## config.mk

```make
export PLATFORM = sky130hd
export DESIGN_NAME = hazard_stall_controller_flat
export DESIGN_NICKNAME = d
export VERILOG_FILES = /design/src/rtl/hazard_stall_controller_if.sv /design/src/rtl/hazard_stall_controller.sv /design/src/flat_wrapper.sv
export SDC_FILE = /design/constraint.sdc
export NUM_CORES = 1
export LEC_CHECK = 0
export CELL_PAD_IN_SITES_DETAIL_PLACEMENT = 0
export CELL_PAD_IN_SITES_GLOBAL_PLACEMENT = 1
export CORE_MARGIN = 4
export CORE_UTILIZATION = 31
export CTS_CLUSTER_DIAMETER = 150
export CTS_CLUSTER_SIZE = 8
export DETAILED_ROUTE_END_ITERATION = 10
export GPL_TIMING_DRIVEN = 0
export PLACE_DENSITY = 0.87
export SLEW_MARGIN = 20
export SYNTH_ARGS = -nofsm -noshare
export SYNTH_HDL_FRONTEND = slang
export SYNTH_SLANG_ARGS = --single-unit
```

## constraint.sdc

```tcl
create_clock -name clk -period 2.1 [get_ports clk]
set_clock_uncertainty 0.15 [all_clocks]
set_input_delay 0.21 -clock clk [delete_from_list [all_inputs] [get_ports clk]]
set_output_delay 0.21 -clock clk [all_outputs]
set_load 0.1 [all_outputs]
```

## src/rtl/hazard_stall_controller_if.sv

```systemverilog
// Hazard/freeze control bundle between the pipeline datapath and the
// hazard_stall_controller. master = pipeline side, slave = controller side.
interface hazard_stall_controller_if #(
    parameter int unsigned REG_W = 5
);
    // ID operands and EXE/MEM producer information
    logic [REG_W-1:0] src1_ID;
    logic [REG_W-1:0] src2_ID;
    logic             two_src_ID;
    logic [REG_W-1:0] dest_EXE;
    logic             WB_EN_EXE;
    logic             MEM_R_EN_EXE;
    logic [REG_W-1:0] dest_MEM;
    logic             WB_EN_MEM;
    logic             forward_en;
    logic             mem_busy;
    logic             branch_taken;

    // Pipeline register controls and status
    logic             freeze_pc;
    logic             freeze_ifid;
    logic             bubble_idex;
    logic             freeze_all;
    logic             flush;
    logic [15:0]      stall_cycles;
    logic             mem_timeout_err;

    modport master (
        output src1_ID, src2_ID, two_src_ID, dest_EXE, WB_EN_EXE, MEM_R_EN_EXE,
               dest_MEM, WB_EN_MEM, forward_en, mem_busy, branch_taken,
        input  freeze_pc, freeze_ifid, bubble_idex, freeze_all, flush,
               stall_cycles, mem_timeout_err
    );

    modport slave (
        input  src1_ID, src2_ID, two_src_ID, dest_EXE, WB_EN_EXE, MEM_R_EN_EXE,
               dest_MEM, WB_EN_MEM, forward_en, mem_busy, branch_taken,
        output freeze_pc, freeze_ifid, bubble_idex, freeze_all, flush,
               stall_cycles, mem_timeout_err
    );
endinterface

```

## src/rtl/hazard_stall_controller.sv

```systemverilog
// Pipeline sequencing controller: RAW hazard stalls/bubbles, whole-pipe
// freeze on SRAM busy with a watchdog, and branch flush ordering.
module hazard_stall_controller #(
    parameter int unsigned REG_W       = 5,
    parameter int unsigned MEM_TIMEOUT = 64
) (
    input  logic                       clk,
    input  logic                       rst,
    hazard_stall_controller_if.slave   bus
);
    typedef enum logic [1:0] {
        RUN      = 2'd0,
        MEM_WAIT = 2'd1,
        ERROR    = 2'd2
    } state_t;

    localparam logic [7:0] WAIT_LAST = 8'(MEM_TIMEOUT - 1);

    state_t           state;
    logic [7:0]       wait_cnt;
    logic             err;
    logic [15:0]      stall_cnt;

    logic [REG_W-1:0] src1;
    logic [REG_W-1:0] src2;
    logic [REG_W-1:0] dexe;
    logic [REG_W-1:0] dmem;
    logic             hzd_exe;
    logic             hzd_mem;
    logic             stall_cond;
    logic             freeze_all_c;
    logic             hazard_stall;

    assign src1 = bus.src1_ID;
    assign src2 = bus.src2_ID;
    assign dexe = bus.dest_EXE;
    assign dmem = bus.dest_MEM;

    // Hazard detection and zero-latency control decode; everything is held
    // low while reset is asserted.
    always_comb begin
        hzd_exe = bus.WB_EN_EXE &
                  ((src1 == dexe) | (bus.two_src_ID & (src2 == dexe)));
        hzd_mem = bus.WB_EN_MEM &
                  ((src1 == dmem) | (bus.two_src_ID & (src2 == dmem)));
        stall_cond   = bus.forward_en ? (hzd_exe & bus.MEM_R_EN_EXE)
                                      : (hzd_exe | hzd_mem);
        freeze_all_c = ~rst & ((state == ERROR) | bus.mem_busy);
        // A taken branch discards the ID instruction, so it wins over a stall.
        hazard_stall = ~rst & stall_cond & ~freeze_all_c & ~bus.branch_taken;
    end

    assign bus.freeze_all      = freeze_all_c;
    assign bus.bubble_idex     = hazard_stall;
    assign bus.freeze_pc       = hazard_stall | freeze_all_c;
    assign bus.freeze_ifid     = hazard_stall | freeze_all_c;
    assign bus.flush           = ~rst & bus.branch_taken & ~freeze_all_c;
    assign bus.stall_cycles    = rst ? '0 : stall_cnt;
    assign bus.mem_timeout_err = ~rst & err;

    // Memory-wait FSM with watchdog; ERROR is terminal until reset.
    always_ff @(posedge clk) begin
        if (rst) begin
            state    <= RUN;
            wait_cnt <= '0;
            err      <= 1'b0;
        end else begin
            case (state)
                RUN: begin
                    if (bus.mem_busy) begin
                        state    <= MEM_WAIT;
                        wait_cnt <= 8'd1;
                    end
                end
                MEM_WAIT: begin
                    if (!bus.mem_busy) begin
                        state <= RUN;
                    end else if (wait_cnt == WAIT_LAST) begin
                        state <= ERROR;
                        err   <= 1'b1;
                    end else begin
                        wait_cnt <= wait_cnt + 8'd1;
                    end
                end
                ERROR: begin
                    state <= ERROR;
                end
                default: begin
                    state <= RUN;
                end
            endcase
        end
    end

    // Saturating count of cycles spent in a hazard stall.
    always_ff @(posedge clk) begin
        if (rst) begin
            stall_cnt <= '0;
        end else if (hazard_stall && (stall_cnt != 16'hFFFF)) begin
            stall_cnt <= stall_cnt + 16'd1;
        end
    end
endmodule
```

## src/flat_wrapper.sv

```systemverilog
// flat-port wrapper written by rule: the top's interface ports become plain ports
module hazard_stall_controller_flat 
#(
    parameter int unsigned REG_W       = 5,
    parameter int unsigned MEM_TIMEOUT = 64
)
  (clk, rst, bus_src1_ID, bus_src2_ID, bus_two_src_ID, bus_dest_EXE, bus_WB_EN_EXE, bus_MEM_R_EN_EXE, bus_dest_MEM, bus_WB_EN_MEM, bus_forward_en, bus_mem_busy, bus_branch_taken, bus_freeze_pc, bus_freeze_ifid, bus_bubble_idex, bus_freeze_all, bus_flush, bus_stall_cycles, bus_mem_timeout_err);
  hazard_stall_controller_if #(.REG_W(REG_W)) bus_i ();
  input  logic clk;
  input  logic rst;
  input wire logic [$bits(bus_i.src1_ID)-1:0] bus_src1_ID;
  input wire logic [$bits(bus_i.src2_ID)-1:0] bus_src2_ID;
  input wire logic [$bits(bus_i.two_src_ID)-1:0] bus_two_src_ID;
  input wire logic [$bits(bus_i.dest_EXE)-1:0] bus_dest_EXE;
  input wire logic [$bits(bus_i.WB_EN_EXE)-1:0] bus_WB_EN_EXE;
  input wire logic [$bits(bus_i.MEM_R_EN_EXE)-1:0] bus_MEM_R_EN_EXE;
  input wire logic [$bits(bus_i.dest_MEM)-1:0] bus_dest_MEM;
  input wire logic [$bits(bus_i.WB_EN_MEM)-1:0] bus_WB_EN_MEM;
  input wire logic [$bits(bus_i.forward_en)-1:0] bus_forward_en;
  input wire logic [$bits(bus_i.mem_busy)-1:0] bus_mem_busy;
  input wire logic [$bits(bus_i.branch_taken)-1:0] bus_branch_taken;
  output wire logic [$bits(bus_i.freeze_pc)-1:0] bus_freeze_pc;
  output wire logic [$bits(bus_i.freeze_ifid)-1:0] bus_freeze_ifid;
  output wire logic [$bits(bus_i.bubble_idex)-1:0] bus_bubble_idex;
  output wire logic [$bits(bus_i.freeze_all)-1:0] bus_freeze_all;
  output wire logic [$bits(bus_i.flush)-1:0] bus_flush;
  output wire logic [$bits(bus_i.stall_cycles)-1:0] bus_stall_cycles;
  output wire logic [$bits(bus_i.mem_timeout_err)-1:0] bus_mem_timeout_err;
  assign bus_i.src1_ID = bus_src1_ID;
  assign bus_i.src2_ID = bus_src2_ID;
  assign bus_i.two_src_ID = bus_two_src_ID;
  assign bus_i.dest_EXE = bus_dest_EXE;
  assign bus_i.WB_EN_EXE = bus_WB_EN_EXE;
  assign bus_i.MEM_R_EN_EXE = bus_MEM_R_EN_EXE;
  assign bus_i.dest_MEM = bus_dest_MEM;
  assign bus_i.WB_EN_MEM = bus_WB_EN_MEM;
  assign bus_i.forward_en = bus_forward_en;
  assign bus_i.mem_busy = bus_mem_busy;
  assign bus_i.branch_taken = bus_branch_taken;
  assign bus_freeze_pc = bus_i.freeze_pc;
  assign bus_freeze_ifid = bus_i.freeze_ifid;
  assign bus_bubble_idex = bus_i.bubble_idex;
  assign bus_freeze_all = bus_i.freeze_all;
  assign bus_flush = bus_i.flush;
  assign bus_stall_cycles = bus_i.stall_cycles;
  assign bus_mem_timeout_err = bus_i.mem_timeout_err;
  hazard_stall_controller #(.REG_W(REG_W), .MEM_TIMEOUT(MEM_TIMEOUT)) u_core (.clk(clk), .rst(rst), .bus(bus_i));
endmodule
```

==> flow_summary.toml <==
[worst_setup_path]
cp.arrival_ns = 1.77
cp_max_fo = 3
cp-startpoint = "bus_dest_MEM[1]"
cp-start-kind = "primary input"
crit_path_end = "bus_freeze_pc"
crit-reg2reg-launch = "u_core.state[1]"
max_stage_delay_ns = 0.29
crit_chain = "dlygate4sd2_1 -> xnor2_2 -> nand3_2 -> o22ai_4 -> a211oi_4 -> buf_6 -> buf_8 -> o22ai_4 -> buf_12 -> buf_12"
crit_required_ns = 1.74
cp_slowest_cell = "dlygate4sd2_1"
end_kind = "output port"
reg2reg_slack_ns = 0.03
cp.buffers_inverters = 5
r2r.worst_path.cells = 4
path_depth = 10
path_class = "primary input to output port"
cp_top_family = "buffers and inverters"
r2r-end = "u_core.stall_cnt[5]"

[yosys]
synth_ff_type = "dfxtp_1"
synth_edf_count = 0
synthTopCellsByArea = "dfxtp_1, xnor2_1, nor2b_1"
synth_nets = 239
yosysTopAreaCell = "dfxtp_1"
ys_types = 38
yosys-top-cells-count = "dfxtp_1, nor2_1, nor2b_1"
syn_avg_cell_area_um2 = 8.18
async_reset_ff_share_pct = 0
post-synth-top-count-cell = "dfxtp_1"
synthCells = 208
synth_area_um2 = 1700
yosysSeqAreaShare_pct = 31.8
ys_seq_elements = 27
ys_warn_count = 0
synth_top_area_share_pct = 31.8

[global_route]
first_global_vias = 1756
antenna_found_initial = 0
grt_max_degree = 15
grt_pass1_wl_um = 8160
grt-ovfl-total = 0
grt_usage_pct = 15.4

[min_path]
hp-class = "flip-flop to flip-flop"
hold_start = "u_core.err"
holdPathStages = 2

[detailed_routing]
first_pass_iters = 4
drc = 0
drt-initial-drc-count = 110
postRouteAntennaNets = 0
vias = 1768
wire_per_inst_um = 15.0
vias_per_cell = 5.15
drt-total-wl_um = 5140

[timing]
maxSlewHeadroom_pct = 37.0
fmax_mhz = 470
rsz0062_at_grt = "yes"
finalSetupTns_ns = -0.0257
hold_viol = 0
fin_hold_ws_ns = 0.333
fin_crit_ns = 2.13
setup_ws_ns = -0.0257
tightestPinTransition_ns = 0.949
drv_slew = 0
setup_viol = 1
post-route-period-util_pct = 101

[cells_and_area]
multi_input_area_um2 = 1390
drive_gt1_share_pct = 42.5
final_core_util_pct = 50.7
nets = 305
syn_to_final_growth_pct = 55.0
fillCellCount = 525
seqCellArea_um2 = 549
fin_cells = 343
diodes = 0

[pwr]
clkPwrFrac_pct = 28.3
leakage_nw = 0.979
comb_power_share_pct = 23.0
switchingPower_w = 0.000312
peakVddDrop_mv = 0.318
p_sw_share_pct = 29.3
cellPowerDensity_nw_per_um2 = 403
internal_power_w = 0.000752
sequentialPowerShare_pct = 48.7

[clocking]
clk_pin_slew_ns = 0.09
h-tree-depth = 1
clock_sinks = 27
cts_tree = "built"
cts_max_path_buffers = 2
insertion_delay_ns = 0.27
cts_root_buf = "clkbuf_8"
cts_buffers = 3

[die]
dieArea_um2 = 6740
pin_count = 51
floorplan.rows = 26
die_h_um = 82.1
chipWidth_um = 82.1
start_util_pct = 32.7
core_area_um2 = 5200

[placement]
dp_cells = 328
placement.io_buffers = 50
dp_hpwl_um = 3530
gp_congestion = 0.796

[outcome]
status = "finished with violations"
violations = "negative setup slack"

[flow_run]
drv_cap = 0
how the worst min path moves through the flow:
stage                         end
2_1_floorplan     u_core.state[1]
3_3_place_gp           u_core.err
3_5_place_dp           u_core.err
4_1_cts                u_core.err
5_1_grt        u_core.wait_cnt[1]
6_report               u_core.err
power by group through the flow:
stage	sequential, W	combinational [W]	clock, W
finish	0.000518	0.000244	0.000301
global route	0.000519	0.000260	0.000341
detailed placement	0.000530	0.000213	0
floorplan	0.000529	0.000117	0
global placement	0.000530	0.000212	0
CTS	0.000519	0.000225	0.000315
registers in the layout (all words and copies together) (netlist names):
signal            cells
u_core.stall_cnt     16
u_core.wait_cnt       8
u_core.err            1
u_core.state          2
cells in the final DEF (no fill, tap or decap), types with 3 or more instances in the layout:
| cell type | Yosys | routed |
|---|---|---|
| clkbuf_2 | 0 | 18 |
| buf_4 | 1 | 15 |
| and3_1 | 3 | 3 |
| clkdlybuf4s15_2 | 0 | 9 |
| dfxtp_1 | 27 | 22 |
| nor2_2 | 0 | 3 |
| nor4_4 | 0 | 3 |
| xnor2_1 | 14 | 9 |
| nor2b_2 | 0 | 3 |
| nor2b_1 | 19 | 14 |
| nor2_1 | 26 | 22 |
| buf_2 | 3 | 10 |
| nand4_1 | 12 | 12 |
| xor2_2 | 0 | 3 |
| clkbuf_8 | 0 | 3 |
| o21ai_0 | 6 | 5 |
| dlygate4sd2_1 | 0 | 8 |
| buf_12 | 0 | 3 |
| dfxtp_2 | 0 | 4 |
| xor2_1 | 12 | 9 |
| nand3_1 | 11 | 10 |
| nor3_1 | 4 | 3 |
| inv_1 | 5 | 4 |
| mux2_2 | 9 | 9 |
| nand2_1 | 9 | 8 |
| xnor2_2 | 0 | 5 |
| nor4b_2 | 0 | 3 |
| a21oi_1 | 7 | 7 |
routing by layer:
metal	GRT usage [%]	part of all wire, %
met2	26.3	50
met1	19.6	43
met3	2.17	5.7
met5	0	0
met4	5.48	1.4
cell families after synthesis:
group	synth area share, %
buffers and inverters	3.31
AOI/OAI and AO/OA	7.79
adders and majority gates	1.47
xor gates and xnor gates	13.4
muxes	6.62
DFF	31.8
and+or+nand+nor	35.7
stage by stage:
| step | power (W) | instance area (um^2) | setup slack [ns] |
|---|---|---|---|
| 6_report | 0.00106 | 2640 | -0.0257 |
| 5_1_grt | 0.00112 | 2640 | -0.102 |
| 2_1_floorplan | 0.000646 | 1790 | -0.288 |
| 4_1_cts | 0.00106 | 2550 | -0.0680 |
| 3_3_place_gp | 0.000742 | 2380 | -1.51 |
| 3_5_place_dp | 0.000743 | 2380 | -1.53 |
cell type report:
| type | count | area share [%] |
|---|---|---|
| buffer | 7 | 2.61 |
| clock buffer | 4 | 1.71 |
| inverter | 5 | 0.712 |
| multi-input combinational | 168 | 52.7 |
| sequential | 27 | 20.8 |
| tap | 70 | 3.32 |
| timing repair buffer | 62 | 18.1 |
worst register-to-register path, cell delays in order, from the launching register on:
cell and delay, ns:
dfxtp_2 0.33, nor2b_4 0.15, or4_4 0.48, or4b_1 0.55, mux2_1 0.32
repair_timing:
action	CTS	global route
hold buffers	0	0
setup endpoints to repair	40	23
pin swaps	16	19
buffers inserted	7	5
resized for setup	172	54
Power figures use the tool's default switching activity.
